File: src/rtl/reg_bank_pkg.sv
// Shared types and select encoding for the reg_bank register file.
// Selects 1..16 address r0..r15; 0 and 17..31 mean "no register".
package reg_bank_pkg;

    localparam int WORD_W = 16;
    localparam int SEL_W  = 5;
    localparam int NSEL   = 16;

    typedef logic [WORD_W-1:0] reg_word_t;
    typedef logic [SEL_W-1:0]  reg_sel_t;

    localparam reg_sel_t REG_SEL_NONE = 5'd0;
    localparam reg_sel_t REG_SEL_R0   = 5'd1;
    localparam reg_sel_t REG_SEL_MAX  = 5'd16;

    typedef enum logic {
        IDLE,
        PEND
    } state_e;

    function automatic logic sel_valid(reg_sel_t s);
        return (s >= REG_SEL_R0) && (s <= REG_SEL_MAX);
    endfunction

endpackage

File: src/rtl/reg_sel_decoder.sv
// Encoded register select to one-hot write enable.
// Out-of-range selects produce an all-zero vector.
module reg_sel_decoder
    import reg_bank_pkg::*;
(
    input  reg_sel_t        sel_i,
    output logic [NSEL-1:0] onehot_o
);

    logic [3:0] idx;

    assign idx = 4'(sel_i - REG_SEL_R0);

    always_comb begin
        onehot_o = '0;
        if (sel_valid(sel_i)) begin
            onehot_o[idx] = 1'b1;
        end
    end

endmodule

File: src/rtl/reg_bank.sv
// 16x16 register bank with ALU and delayed-load write-back plus load hazard stall.
// Build option REG_BANK_R0_ZERO_EN hardwires r0 to zero.
module reg_bank
    import reg_bank_pkg::*;
#(
    parameter int WIDTH = 16,
    parameter int NREGS = 16
) (
    input  logic             clk,
    input  logic             reset,
    input  logic [4:0]       wb_sel,
    input  logic [WIDTH-1:0] wb_data,
    input  logic [4:0]       ld_issue_sel,
    input  logic             ld_ret_valid,
    input  logic [WIDTH-1:0] ld_ret_data,
    input  logic [4:0]       src_a_sel,
    input  logic [4:0]       src_b_sel,
    output logic [WIDTH-1:0] r0,
    output logic [WIDTH-1:0] r1,
    output logic [WIDTH-1:0] r2,
    output logic [WIDTH-1:0] r3,
    output logic [WIDTH-1:0] r4,
    output logic [WIDTH-1:0] r5,
    output logic [WIDTH-1:0] r6,
    output logic [WIDTH-1:0] r7,
    output logic [WIDTH-1:0] r8,
    output logic [WIDTH-1:0] r9,
    output logic [WIDTH-1:0] r10,
    output logic [WIDTH-1:0] r11,
    output logic [WIDTH-1:0] r12,
    output logic [WIDTH-1:0] r13,
    output logic [WIDTH-1:0] r14,
    output logic [WIDTH-1:0] r15,
    output logic             ld_ready,
    output logic [4:0]       pend_sel,
    output logic             stall,
    output logic             err
);

    logic [WIDTH-1:0] regs_q [NREGS];
    state_e           state_q;
    reg_sel_t         pend_q;
    logic             err_q;
    logic             err_d;

    logic [NREGS-1:0] wb_oh;
    logic [NREGS-1:0] pend_oh;
    logic [NREGS-1:0] ld_wen;
    logic [NREGS-1:0] alu_wen;
    logic             issue_v;
    logic             ret_hit;
    logic             collide;

    reg_sel_decoder u_wb_dec (
        .sel_i    (wb_sel),
        .onehot_o (wb_oh)
    );

    reg_sel_decoder u_pend_dec (
        .sel_i    (pend_q),
        .onehot_o (pend_oh)
    );

`ifdef REG_BANK_R0_ZERO_EN
    assign issue_v = sel_valid(ld_issue_sel) && (ld_issue_sel != REG_SEL_R0);
    assign alu_wen = wb_oh & ~ld_wen & ~NREGS'(1);
`else
    assign issue_v = sel_valid(ld_issue_sel);
    assign alu_wen = wb_oh & ~ld_wen;
`endif

    assign ret_hit = (state_q == PEND) && ld_ret_valid;
    assign ld_wen  = ret_hit ? pend_oh : '0;
    assign collide = |(wb_oh & ld_wen);

    // Stray return, dropped second issue, or ALU/load collision.
    assign err_d = ((state_q == IDLE) && ld_ret_valid)
                || ((state_q == PEND) && !ld_ret_valid && issue_v)
                || collide;

    always_ff @(posedge clk) begin
        if (reset) begin
            for (int i = 0; i < NREGS; i++) begin
                regs_q[i] <= '0;
            end
        end else begin
            for (int i = 0; i < NREGS; i++) begin
                if (ld_wen[i]) begin
                    regs_q[i] <= ld_ret_data;
                end else if (alu_wen[i]) begin
                    regs_q[i] <= wb_data;
                end
            end
        end
    end

    always_ff @(posedge clk) begin
        if (reset) begin
            state_q <= IDLE;
            pend_q  <= REG_SEL_NONE;
            err_q   <= 1'b0;
        end else begin
            err_q <= err_d;
            unique case (state_q)
                IDLE: begin
                    if (issue_v) begin
                        state_q <= PEND;
                        pend_q  <= ld_issue_sel;
                    end
                end
                PEND: begin
                    if (ld_ret_valid) begin
                        if (issue_v) begin
                            pend_q <= ld_issue_sel;
                        end else begin
                            state_q <= IDLE;
                            pend_q  <= REG_SEL_NONE;
                        end
                    end
                end
                default: begin
                    state_q <= IDLE;
                    pend_q  <= REG_SEL_NONE;
                end
            endcase
        end
    end

    // pend_q is always a valid select while PEND, so invalid selects never match.
    assign stall = (state_q == PEND)
                && ((src_a_sel == pend_q)
                 || (src_b_sel == pend_q)
                 || (wb_sel == pend_q));

    assign ld_ready = (state_q == IDLE);
    assign pend_sel = pend_q;
    assign err      = err_q;

    assign r0  = regs_q[0];
    assign r1  = regs_q[1];
    assign r2  = regs_q[2];
    assign r3  = regs_q[3];
    assign r4  = regs_q[4];
    assign r5  = regs_q[5];
    assign r6  = regs_q[6];
    assign r7  = regs_q[7];
    assign r8  = regs_q[8];
    assign r9  = regs_q[9];
    assign r10 = regs_q[10];
    assign r11 = regs_q[11];
    assign r12 = regs_q[12];
    assign r13 = regs_q[13];
    assign r14 = regs_q[14];
    assign r15 = regs_q[15];

endmodule
File: config.mk
export PLATFORM = sky130hd
export DESIGN_NAME = reg_bank
export DESIGN_NICKNAME = d
export VERILOG_FILES = /design/src/rtl/reg_bank_pkg.sv /design/src/rtl/reg_sel_decoder.sv /design/src/rtl/reg_bank.sv
export SDC_FILE = /design/constraint.sdc
export NUM_CORES = 1
export LEC_CHECK = 0
export BUFFER_PORTS_ARGS = -buffer_cell sky130_fd_sc_hd__buf_2
export CORE_AREA = 2 2 157 159
export CTS_CLUSTER_SIZE = 40
export DETAILED_ROUTE_END_ITERATION = 12
export DIE_AREA = 0 0 159 161
export GPL_TIMING_DRIVEN = 1
export PLACE_DENSITY = 0.82
export SLEW_MARGIN = 30
export SYNTH_ARGS = -nofsm -noshare
export SYNTH_HDL_FRONTEND = slang
export SYNTH_SLANG_ARGS = --single-unit
File: constraint.sdc
create_clock -name clk -period 3.33 [get_ports clk]
set_clock_uncertainty 0.2 [all_clocks]
set_input_delay 0 -clock clk [delete_from_list [all_inputs] [get_ports clk]]
set_output_delay 0 -clock clk [all_outputs]
set_load 0.02 [all_outputs]
==> impl_metrics.yaml <==
cells_and_area:
  fill_cells: 1811
  fin_cells: 1808
  fin_nets: 1521
  final_layout_size_suffix_gt1_frac: 0.306
  syn_to_final_growth_pct: 23.4
  antenna_cells: 0
grt:
  grtUsageMet2: 0.510
  grt_pass1_vias: 10600
  grt.busiest_layer: "met2"
  grt_pass1_wl_um: 61700
  grt_antenna_before_repair: 0
  grt_use_total: 0.311
  use_met3: 0.0508
  grt_max_degree: 73
  grt_overflow: 0
  grt_use_met1: 0.400
synth:
  synth_nets: 1204
  yosys-mux-area-fraction: 0.00108
  netlist_top_cells_area: "edfxtp_1, nand2_1, a21oi_1"
  yosys_warnings: 0
  synth_compound_area_frac: 0.146
  synthFlopType: "edfxtp_1"
  syn_area_per_cell_um2: 11.1
  synth_xor_area_frac: 0.0116
  synthDistinctLibCells: 61
  synth_fa_ha_area_frac: 0
  synth_top_family_by_area: "simple AND/OR/NAND/NOR gates"
  synth-seq-cells: 263
  synth_area_mm2: 0.0128
  synth_top_area_frac: 0.600
  ys_seq_area_frac: 0.611
  synth_edf_count: 256
  synthCells: 1149
  synthArstFlopShare: 0
  synthSimpleGateAreaFrac: 0.174
  yosys.area.top_type: "edfxtp_1"
floorplan:
  die_h_um: 161
  die_w_um: 159
  start_util: 0.534
  rows: 57
  boundaryPins: 319
  core_mm2: 0.0240
  die-area_mm2: 0.0256
routing:
  via_count: 11000
  viasPerCell: 6.09
  drc: 0
  wl_um: 41300
  first_pass_iters: 9
  wire_per_inst_um: 22.9
  ant_nets: 0
  detail_route.iter0.violations: 1653
placement:
  portBuffers: 318
  gp_congestion: 0.969
  hpwlAfterDp_um: 27800
  dp.cells: 1694
  dp_slack_ns: 0.480
worst_setup_path:
  arrival_ns: 3.36
  crit_chain: "dlygate4sd3_1 > buf_2 > nor4_4 > a21oi_1 > nor2_1 > a21oi_1 > dlygate4sd3_1 > a2bb2oi_1 > dlygate4sd3_1 > nor2_1 > dlygate4sd3_1"
  path_delay_family: "buffers and inverters"
  critPathRequiredTime_ns: 3.60
  worst_path_most_repeated_cell: "dlygate4sd3_1"
  slowest_stage: "dlygate4sd3_1"
  critPathCaptureType: "register"
  crit_type: "in2reg"
  critPathLaunchType: "primary input"
  cp_max_fo: 6
  cp_num_buf_inv: 5
  max_stage_delay_ns: 0.58
clock_network:
  clk_pin_slew_worst_paths_ns: 0.06
  htree_levels: 1
  cts_num_sinks: 263
  cts_setup_buffers: 0
  cts_hold_buf: 66
  cts_made_buffers: 27
  cts.repair.resized: 0
  clk_latency_ns: 0.53
  cts-root-buf: "clkbuf_16"
  cts_tree: "done"
  cts.path.max_buffers: 3
sta:
  slew_headroom: 0.372
  report.final.slew_viol_count: 0
  fin_crit_sh: 0.927
  holdWs_ns: 0.0166
  fin_tns_setup_ns: 0
  max_freq_mhz: 324
  worst_pin_slew_ns: 0.941
  setup_viol: 0
  hold_violations: 0
  rsz0062_at_grt: "false"
  period_minus_slack_ns: 3.09
  worst_slack_ns: 0.244
power_and_ir_drop:
  power.leakage_nw: 5.93
  p_per_area_mw_per_mm2: 492
  finalPower_mw: 7.78
  ir_worst_vdd_mv: 0.334
hold_path:
  hp-class: "in2reg"
run_status:
  run_status: "complete, no violations"
job:
  drv_cap: 0
==> cell usage in the layout, fill, tap and decap left out, types with 3 or more instances in the layout <==
cell,instances
o21ai_0,81
dlygate4sd3_1,66
nand2_1,192
nand4_1,3
nor3_1,4
nor2_1,68
xnor2_1,8
clkbuf_16,27
nor2_4,5
a31oi_1,3
a22o_1,16
o21ai_1,20
a22oi_2,10
a32oi_1,3
clkinv_2,8
nor2_2,19
nor2b_1,3
buf_2,317
buf_4,30
clkinv_1,5
nor2b_2,4
clkbuf_1,3
nor3_4,6
a22oi_1,57
or3_1,7
dfxtp_1,7
nand3_1,88
a21oi_1,88
edfxtp_1,256
a2111oi_4,3
xor2_1,9
nand2b_1,19
nor3_2,4
==> synthesized netlist by cell type (5+ instances only) <==
library cell / number
a21oi_1: 88
a22o_1: 16
a22oi_1: 57
a22oi_2: 10
buf_2: 53
buf_4: 9
buf_6: 11
clkbuf_1: 49
dfxtp_1: 7
edfxtp_1: 256
nand2_1: 192
nand2b_1: 19
nand3_1: 88
nor2_1: 70
nor2_2: 17
nor2_4: 5
nor3_4: 6
o21ai_0: 84
o21ai_1: 18
or3_1: 7
xnor2_1: 8
xor2_1: 9
==> worst min-delay path: cells and delay by family <==
kind / cells / cell delay [ns]
AO/OA/AOI/OAI: 3 / 0.47
AND/OR/NAND/NOR: 1 / 0.06
buffers and inverters: 1 / 0.18
==> registers in the layout, indices dropped and copies added, names as in the netlist <==
signal / flops
regs_q: 256
pend_sel: 5
err: 1
state_q: 1
==> where the power goes <==
| part | internal [mW] | switching, mW | total, mW |
|---|---|---|---|
| sequential | 3.85 | 0.0774 | 3.92 |
| combinational | 0.295 | 0.743 | 1.04 |
| clock | 1.56 | 1.26 | 2.82 |
==> metrics by stage <==
step                instance area (um^2)   util
finish                             15800  0.659
global route                       15800  0.659
CTS                                15800  0.659
detailed placement                 14300  0.598
global placement                   14300  0.598
floorplan                          12800      -
==> cell type report <==
cell class,instances,area (um^2),share of cell area
Multi-Input combinational cell,758,4270,0.270
Clock buffer,30,687,0.0435
Tap cell,324,405,0.0257
Clock inverter,17,116,0.00736
Sequential cell,263,7830,0.495
Inverter,1,3.75,0.000238
Timing Repair Buffer,415,2490,0.158
==> layer usage <==
| layer | share of wire | up-vias |
|---|---|---|
| met2 | 0.48 | 866 |
| met3 | 0.10 | 174 |
| met1 | 0.36 | 5184 |
| met5 | 0 | - |
| li1 | - | 4793 |
| met4 | 0.060 | 0 |
==> worst paths after layout <==
check                      startpoint                        to  slack [ns]  depth (start not counted)
max                   ld_issue_sel[0]  pend_sel[2]$_SDFFE_PP0P_        0.24                         11
min                      ld_ret_valid            err$_SDFF_PP0_        0.02                          5
max reg2reg  pend_sel[2]$_SDFFE_PP0P_  pend_sel[2]$_SDFFE_PP0P_        0.26                          9
min reg2reg  pend_sel[3]$_SDFFE_PP0P_            err$_SDFF_PP0_        0.70                          3
==> cells by family after synthesis <==
| family | after synthesis |
|---|---|
| AO/OA/AOI/OAI | 293 |
| XOR/XNOR | 17 |
| buffers and inverters | 128 |
| flip-flops | 263 |
| multiplexers | 1 |
| AND/OR/NAND/NOR | 447 |
Power figures use the tool's default switching activity.
